==> src/rtl/conv2d_pkg.sv <==
`default_nettype none
// +--------------------------------------------------------------------+
// | conv2d_pkg : shared types and engine constants for the job sched.  |
// | Revision   : 1.0                                                   |
// +--------------------------------------------------------------------+
package conv2d_pkg;

    typedef logic [15:0] T;

    localparam int R       = 3;
    localparam int H       = 32;
    localparam int RUN_CYC = R + H * H;

    typedef struct packed {
        T           wbase;
        T           fbase;
        T           obase;
        logic [3:0] tag;
    } job_t;

    typedef enum logic [1:0] {
        IDLE  = 2'd0,
        START = 2'd1,
        RUN   = 2'd2,
        ABORT = 2'd3
    } sched_state_t;

endpackage
`default_nettype wire

==> src/rtl/conv2d_job_fifo.sv <==
`default_nettype none
// +--------------------------------------------------------------------+
// | conv2d_job_fifo : DEPTH-entry synchronous FIFO of job descriptors. |
// | Revision        : 1.0                                              |
// +--------------------------------------------------------------------+
module conv2d_job_fifo
    import conv2d_pkg::*;
#(
    parameter int DEPTH = 4
) (
    input  logic                     clk_i,
    input  logic                     rst_i,
    input  logic                     push_i,
    input  job_t                     data_i,
    input  logic                     pop_i,
    output job_t                     data_o,
    output logic                     full_o,
    output logic                     empty_o,
    output logic [$clog2(DEPTH):0]   count_o
);

    localparam int AW = $clog2(DEPTH);

    job_t            mem_q [DEPTH];
    logic [AW-1:0]   wptr_q;
    logic [AW-1:0]   rptr_q;
    logic [AW:0]     count_q;
    logic            wr_en;
    logic            rd_en;

    assign full_o  = (count_q == (AW+1)'(DEPTH));
    assign empty_o = (count_q == '0);
    assign count_o = count_q;
    assign data_o  = mem_q[rptr_q];

    // A pop frees the slot the simultaneous push lands in, so full does not block it.
    assign wr_en = push_i & (~full_o | pop_i);
    assign rd_en = pop_i & ~empty_o;

    always_ff @(posedge clk_i) begin
        if (wr_en) begin
            mem_q[wptr_q] <= data_i;
        end
    end

    always_ff @(posedge clk_i) begin
        if (rst_i) begin
            wptr_q  <= '0;
            rptr_q  <= '0;
            count_q <= '0;
        end else begin
            if (wr_en) begin
                wptr_q <= wptr_q + 1'b1;
            end
            if (rd_en) begin
                rptr_q <= rptr_q + 1'b1;
            end
            case ({wr_en, rd_en})
                2'b10:   count_q <= count_q + 1'b1;
                2'b01:   count_q <= count_q - 1'b1;
                default: count_q <= count_q;
            endcase
        end
    end

endmodule
`default_nettype wire

==> src/rtl/conv2d_job_sched.sv <==
`default_nettype none
// +--------------------------------------------------------------------+
// | conv2d_job_sched : queues conv2d jobs, runs the engine once per   |
// | job, rebases engine addresses and reports completion by tag.       |
// | Revision         : 1.0                                             |
// +--------------------------------------------------------------------+
module conv2d_job_sched #(
    parameter int DEPTH   = 4,
    parameter int R       = 3,
    parameter int H       = 32,
    parameter int RUN_CYC = R + H * H
) (
    input  logic                     clk_i,
    input  logic                     rst_i,
    input  logic                     job_valid_i,
    output logic                     job_ready_o,
    input  logic [15:0]              job_wbase_i,
    input  logic [15:0]              job_fbase_i,
    input  logic [15:0]              job_obase_i,
    input  logic [3:0]               job_tag_i,
    output logic                     eng_start_o,
    output logic                     eng_rstn_o,
    input  logic [15:0]              eng_raddr_i,
    input  logic                     eng_addr_is_weight_i,
    input  logic [15:0]              eng_waddr_i,
    input  logic                     eng_wen_i,
    output logic [15:0]              mem_raddr_o,
    output logic [15:0]              mem_waddr_o,
    output logic                     mem_wen_o,
    input  logic                     abort_i,
    output logic                     done_valid_o,
    input  logic                     done_ready_i,
    output logic [3:0]               done_tag_o,
    output logic                     done_err_o,
    output logic                     busy_o,
    output logic [$clog2(DEPTH):0]   q_count_o
);

    import conv2d_pkg::*;

    localparam int CW = $clog2(RUN_CYC + 1);

    sched_state_t    state_q, state_d;
    logic [CW-1:0]   cnt_q, cnt_d;
    job_t            cur_q, cur_d;
    logic            done_valid_q, done_valid_d;
    logic [3:0]      done_tag_q, done_tag_d;
    logic            done_err_q, done_err_d;
    logic            eng_rstn_q, eng_rstn_d;

    job_t            head;
    job_t            new_job;
    logic            fifo_full;
    logic            fifo_empty;
    logic            push;
    logic            pop;
    logic            done_set;
    logic            set_err;
    logic            running;

    // Ready is also masked by reset so nothing is accepted while the queue is held empty.
    assign job_ready_o = ~fifo_full & ~rst_i;
    assign push        = job_valid_i & job_ready_o;
    assign new_job     = {job_wbase_i, job_fbase_i, job_obase_i, job_tag_i};

    conv2d_job_fifo #(
        .DEPTH (DEPTH)
    ) u_fifo (
        .clk_i   (clk_i),
        .rst_i   (rst_i),
        .push_i  (push),
        .data_i  (new_job),
        .pop_i   (pop),
        .data_o  (head),
        .full_o  (fifo_full),
        .empty_o (fifo_empty),
        .count_o (q_count_o)
    );

    always_ff @(posedge clk_i) begin
        if (rst_i) begin
            state_q      <= IDLE;
            cnt_q        <= '0;
            cur_q        <= '0;
            done_valid_q <= 1'b0;
            done_tag_q   <= '0;
            done_err_q   <= 1'b0;
            eng_rstn_q   <= 1'b0;
        end else begin
            state_q      <= state_d;
            cnt_q        <= cnt_d;
            cur_q        <= cur_d;
            done_valid_q <= done_valid_d;
            done_tag_q   <= done_tag_d;
            done_err_q   <= done_err_d;
            eng_rstn_q   <= eng_rstn_d;
        end
    end

    always_comb begin
        state_d     = state_q;
        cnt_d       = cnt_q;
        cur_d       = cur_q;
        pop         = 1'b0;
        eng_start_o = 1'b0;
        done_set    = 1'b0;
        set_err     = 1'b0;

        case (state_q)
            IDLE: begin
                if (!fifo_empty && (!done_valid_q || done_ready_i)) begin
                    state_d = START;
                end
            end
            START: begin
                eng_start_o = 1'b1;
                pop         = 1'b1;
                cur_d       = head;
                cnt_d       = CW'(RUN_CYC - 1);
                state_d     = abort_i ? ABORT : RUN;
            end
            RUN: begin
                if (abort_i) begin
                    state_d = ABORT;
                end else if (cnt_q == '0) begin
                    done_set = 1'b1;
                    state_d  = IDLE;
                end else begin
                    cnt_d = cnt_q - 1'b1;
                end
            end
            ABORT: begin
                done_set = 1'b1;
                set_err  = 1'b1;
                state_d  = IDLE;
            end
            default: state_d = IDLE;
        endcase

        // A new record overrides a consume in the same cycle.
        done_valid_d = done_valid_q;
        done_tag_d   = done_tag_q;
        done_err_d   = done_err_q;
        if (done_valid_q && done_ready_i) begin
            done_valid_d = 1'b0;
        end
        if (done_set) begin
            done_valid_d = 1'b1;
            done_tag_d   = cur_q.tag;
            done_err_d   = set_err;
        end

        // Registered so the engine reset lines up with the ABORT cycle.
        eng_rstn_d = (state_d != ABORT);
    end

    assign running     = (state_q == RUN);
    assign mem_raddr_o = running ? ((eng_addr_is_weight_i ? cur_q.wbase : cur_q.fbase) + eng_raddr_i) : '0;
    assign mem_waddr_o = running ? (cur_q.obase + eng_waddr_i) : '0;
    assign mem_wen_o   = running & eng_wen_i;

    assign eng_rstn_o   = eng_rstn_q;
    assign done_valid_o = done_valid_q;
    assign done_tag_o   = done_tag_q;
    assign done_err_o   = done_err_q;
    assign busy_o       = (state_q != IDLE);

endmodule
`default_nettype wire

==> config.mk <==
export PLATFORM = sky130hd
export DESIGN_NAME = conv2d_job_sched
export DESIGN_NICKNAME = d
export VERILOG_FILES = /design/src/rtl/conv2d_pkg.sv /design/src/rtl/conv2d_job_fifo.sv /design/src/rtl/conv2d_job_sched.sv
export SDC_FILE = /design/constraint.sdc
export NUM_CORES = 1
export LEC_CHECK = 0
export ABC_AREA = 0
export CAP_MARGIN = 20
export CORE_UTILIZATION = 35
export CTS_CLUSTER_DIAMETER = 30
export CTS_CLUSTER_SIZE = 40
export DETAILED_ROUTE_END_ITERATION = 7
export GPL_TIMING_DRIVEN = 1
export PLACE_DENSITY = 0.62
export SLEW_MARGIN = 20
export SYNTH_ARGS = -nofsm -noshare
export SYNTH_HDL_FRONTEND = slang
export SYNTH_HIERARCHICAL = 1
export SYNTH_SLANG_ARGS = --single-unit
==> constraint.sdc <==
create_clock -name clk_i -period 3.4 [get_ports clk_i]
set_clock_uncertainty 0.15 [all_clocks]
set_input_delay 0.51 -clock clk_i [delete_from_list [all_inputs] [get_ports clk_i]]
set_output_delay 0.51 -clock clk_i [all_outputs]
set_load 0.02 [all_outputs]
==> results.toml <==
[power]
peakVddDrop_v = 0.0004840
power_mw = 11.88
p_per_area_mw_per_mm2 = 683.8
leakage_nw = 6.273

[grt]
track_usage = 0.1664
grt-ovfl-total = 0
antenna_found_initial = 0
grt_pass1_vias = 8362
grt_max_degree = 76
grt_pass1_wl_mm = 46.09

[yosys]
ys_seq_area_frac = 0.6296
netlist_area_mm2 = 0.01250
ys_top_cells_by_count = "208 x edfxtp_1, 122 x nand2_1, 86 x a21oi_1"
synth_top_area_cell = "edfxtp_1"
syn_nets = 1018
netlist.area_leader.share = 0.4998
synth_edf_count = 208
yosys_warnings = 6
syn_inst = 887
async_flop_share = 0
yosysMostFrequentCell = "edfxtp_1"
synth_area_leaders = "edfxtp_1 50%, dfxtp_1 13%, mux4_2 9.0%"
ys.flop_type = "edfxtp_1"
synth_seq_cells = 289
synth_cell_type_count = 65
synth_area_per_cell_um2 = 14.09

[timing]
slew_viol_final = 0
finalWorstSetupSlack_ns = -0.2146
min_period_ns = 3.615
rsz0062_at_grt = "true"
post-route-period-util = 1.063
tightest_slew_ns = 0.8817
setup_viol = 9
tns_ns = -1.379
hold_viol = 0
fmax_mhz = 276.7
slew_headroom = 0.4122

[routing]
vias = 8072
ant_nets = 0
remaining_drc_errors = 0
viasPerCell = 4.904
drtIter0Drc = 395
dr.pass1.iters = 5
wl_mm = 30.11
wire_per_inst_um = 18.29

[worst_setup_path]
cp.required_ns = 2.74
rr_worst_depth = 11
r2r-start = "u_fifo/count_o[2]"
rr_endpoint = "u_fifo/count_o[2]"
crit_fanout = 4
worst-r2r-setup-slack_ns = 0.76
crit_type = "reg -> out"
worstSetupStartpoint = "cur_q[20]"
cp.arrival_ns = 2.95
endpoint_kind = "primary output"
startpoint_type = "register"

[clocking]
cts_buffers = 60
clock-sinks = 289
clk_latency_ns = 0.58
cts-root-buf = "clkbuf_16"
cts_buffer_depth = 3
cts_tree = "built"
path_clk_slew_ns = 0.05
htreeDepth = 2

[layout]
fin_util = 0.4994
drive_gt1_frac = 0.3056
design_area_mm2 = 0.01738
diodes = 0
area_delta_synth_final_pct = 39.08
nNetsFinal = 1270
n_fill_cell = 2990

[hold_path]
hold_end = "cur_q[40]"
hold_path_class = "reg -> reg"
hp-start = "cur_q[40]"
hold_depth = 2

[placement]
place_congestion = 0.7944
dpl.hpwl_mm = 19.50
post_dp_cell_area_mm2 = 0.01487
port_buffers = 136
dp_slack_ns = -1.054

[floorplan]
die_h_um = 191.0
pin_count = 137
row_count = 68
die_w_um = 191.0
start_util = 0.3591
core_mm2 = 0.03480
die-area_mm2 = 0.03646

[status]
violations = "setup timing"
status = "finished, violations left"

[run]
maxCapViolCount = 0
==> worst max path at each step <==
stage | end | slack, ns | depth (start not counted)
2_1_floorplan | mem_raddr_o[14] | 0.02 | 10
3_3_place_gp | mem_raddr_o[14] | -1.05 | 11
3_5_place_dp | mem_raddr_o[14] | -1.05 | 11
4_1_cts | mem_raddr_o[14] | -0.26 | 10
5_1_grt | mem_raddr_o[12] | -0.33 | 10
6_report | mem_raddr_o[7] | -0.21 | 11
==> routing by layer <==
layer / vias to the layer above / routed length, um / global-route usage
met5: - / 0 / 0
met4: 0 / 548 / 0.05385
met1: 3973 / 12700 / 0.2011
met3: 45 / 1224 / 0.02882
li1: 3872 / - / -
met2: 182 / 15640 / 0.2986
==> cell usage in the layout, fill, tap and decap left out, types with 5 or more instances in the layout <==
| cell type | synthesis | layout |
|---|---|---|
| edfxtp_1 | 208 | 208 |
| nand2_1 | 122 | 122 |
| clkdlybuf4s50_1 | 0 | 104 |
| buf_4 | 0 | 97 |
| a21oi_1 | 86 | 81 |
| dfxtp_1 | 81 | 75 |
| clkbuf_16 | 0 | 60 |
| mux4_2 | 50 | 50 |
| nor2_1 | 50 | 46 |
| ha_1 | 37 | 25 |
| xor2_1 | 16 | 16 |
| inv_1 | 15 | 13 |
| mux2_2 | 15 | 13 |
| xnor2_1 | 12 | 12 |
| ha_4 | 0 | 12 |
| inv_6 | 0 | 11 |
| buf_6 | 2 | 11 |
| o21ai_0 | 21 | 10 |
| o21ai_1 | 0 | 10 |
| bufinv_16 | 0 | 9 |
| a21o_1 | 8 | 8 |
| clkinv_1 | 0 | 8 |
| mux2i_1 | 7 | 7 |
| nor3_1 | 12 | 7 |
| clkinv_2 | 0 | 7 |
| nand2b_1 | 7 | 6 |
| clkinv_4 | 0 | 6 |
| dlygate4sd2_1 | 0 | 6 |
| or3_1 | 5 | 5 |
| a21oi_2 | 0 | 5 |
| nand4_1 | 5 | 5 |
| a211oi_1 | 7 | 5 |
| and2_1 | 9 | 5 |
==> power by group <==
group          total (mW)  internal (mW)  switching (mW)
registers            4.12           3.97           0.145
logic                1.77          0.840           0.932
clock network        6.00           4.04            1.96
==> stage by stage <==
stage	instances	hold slack [ns]
2_1_floorplan	887	0.2829
3_3_place_gp	1520	0.2953
3_5_place_dp	1520	0.2954
4_1_cts	1640	0.3033
5_1_grt	1646	0.3309
6_report	1646	0.2998
==> sequential cells by signal, indices dropped and copies added (netlist names), named ones only <==
name            flops
u_fifo/count_o      3
u_fifo/mem_q      208
done_err_o          1
u_fifo/rptr_q       2
cnt_q              11
u_fifo/wptr_q       2
eng_rstn_o          1
done_tag_o          4
done_valid_o        1
cur_q              52
state_q             2
==> critical path: stages, from the launching register on <==
cell and delay [ns]:
dfxtp_2 0.32, mux2_4 0.28, ha_4 0.16, buf_4 0.13, buf_6 0.11, a211oi_4 0.23
o21bai_2 0.12, o31ai_4 0.27, buf_4 0.18, xor2_1 0.06, nor2_1 0.21, clkdlybuf4s15_2 0.31
==> final cells by class <==
class,count,area [um^2],share of cell area
clock buffers,67,1568,0.09021
clock inverters,47,558.0,0.03211
inverters,15,56.30,0.003240
multi-input cells,540,4653,0.2677
flip-flops and latches,289,7880,0.4534
well taps,455,569.3,0.03276
repair buffers,233,2095,0.1205
==> what timing repair did <==
item	4_1_cts	5_1_grt
pin swaps	32	32
gates resized for setup	148	37
buffers inserted	6	6
hold buffers	0	0
setup endpoints to repair	27	22
==> cell families (layout without fill, tap and decap cells) <==
logic type	Yosys count	count (layout)	share of synthesized area
adder cells (fa/ha/maj)	40	40	0.04185
flip-flops	289	289	0.6296
XOR/XNOR	28	28	0.01963
multiplexers	75	75	0.1146
AO/OA/AOI/OAI	156	156	0.07650
AND/OR/NAND/NOR	241	241	0.09162
buffers and inverters	58	362	0.02613
Note: power is estimated with default switching activity, not from simulation.
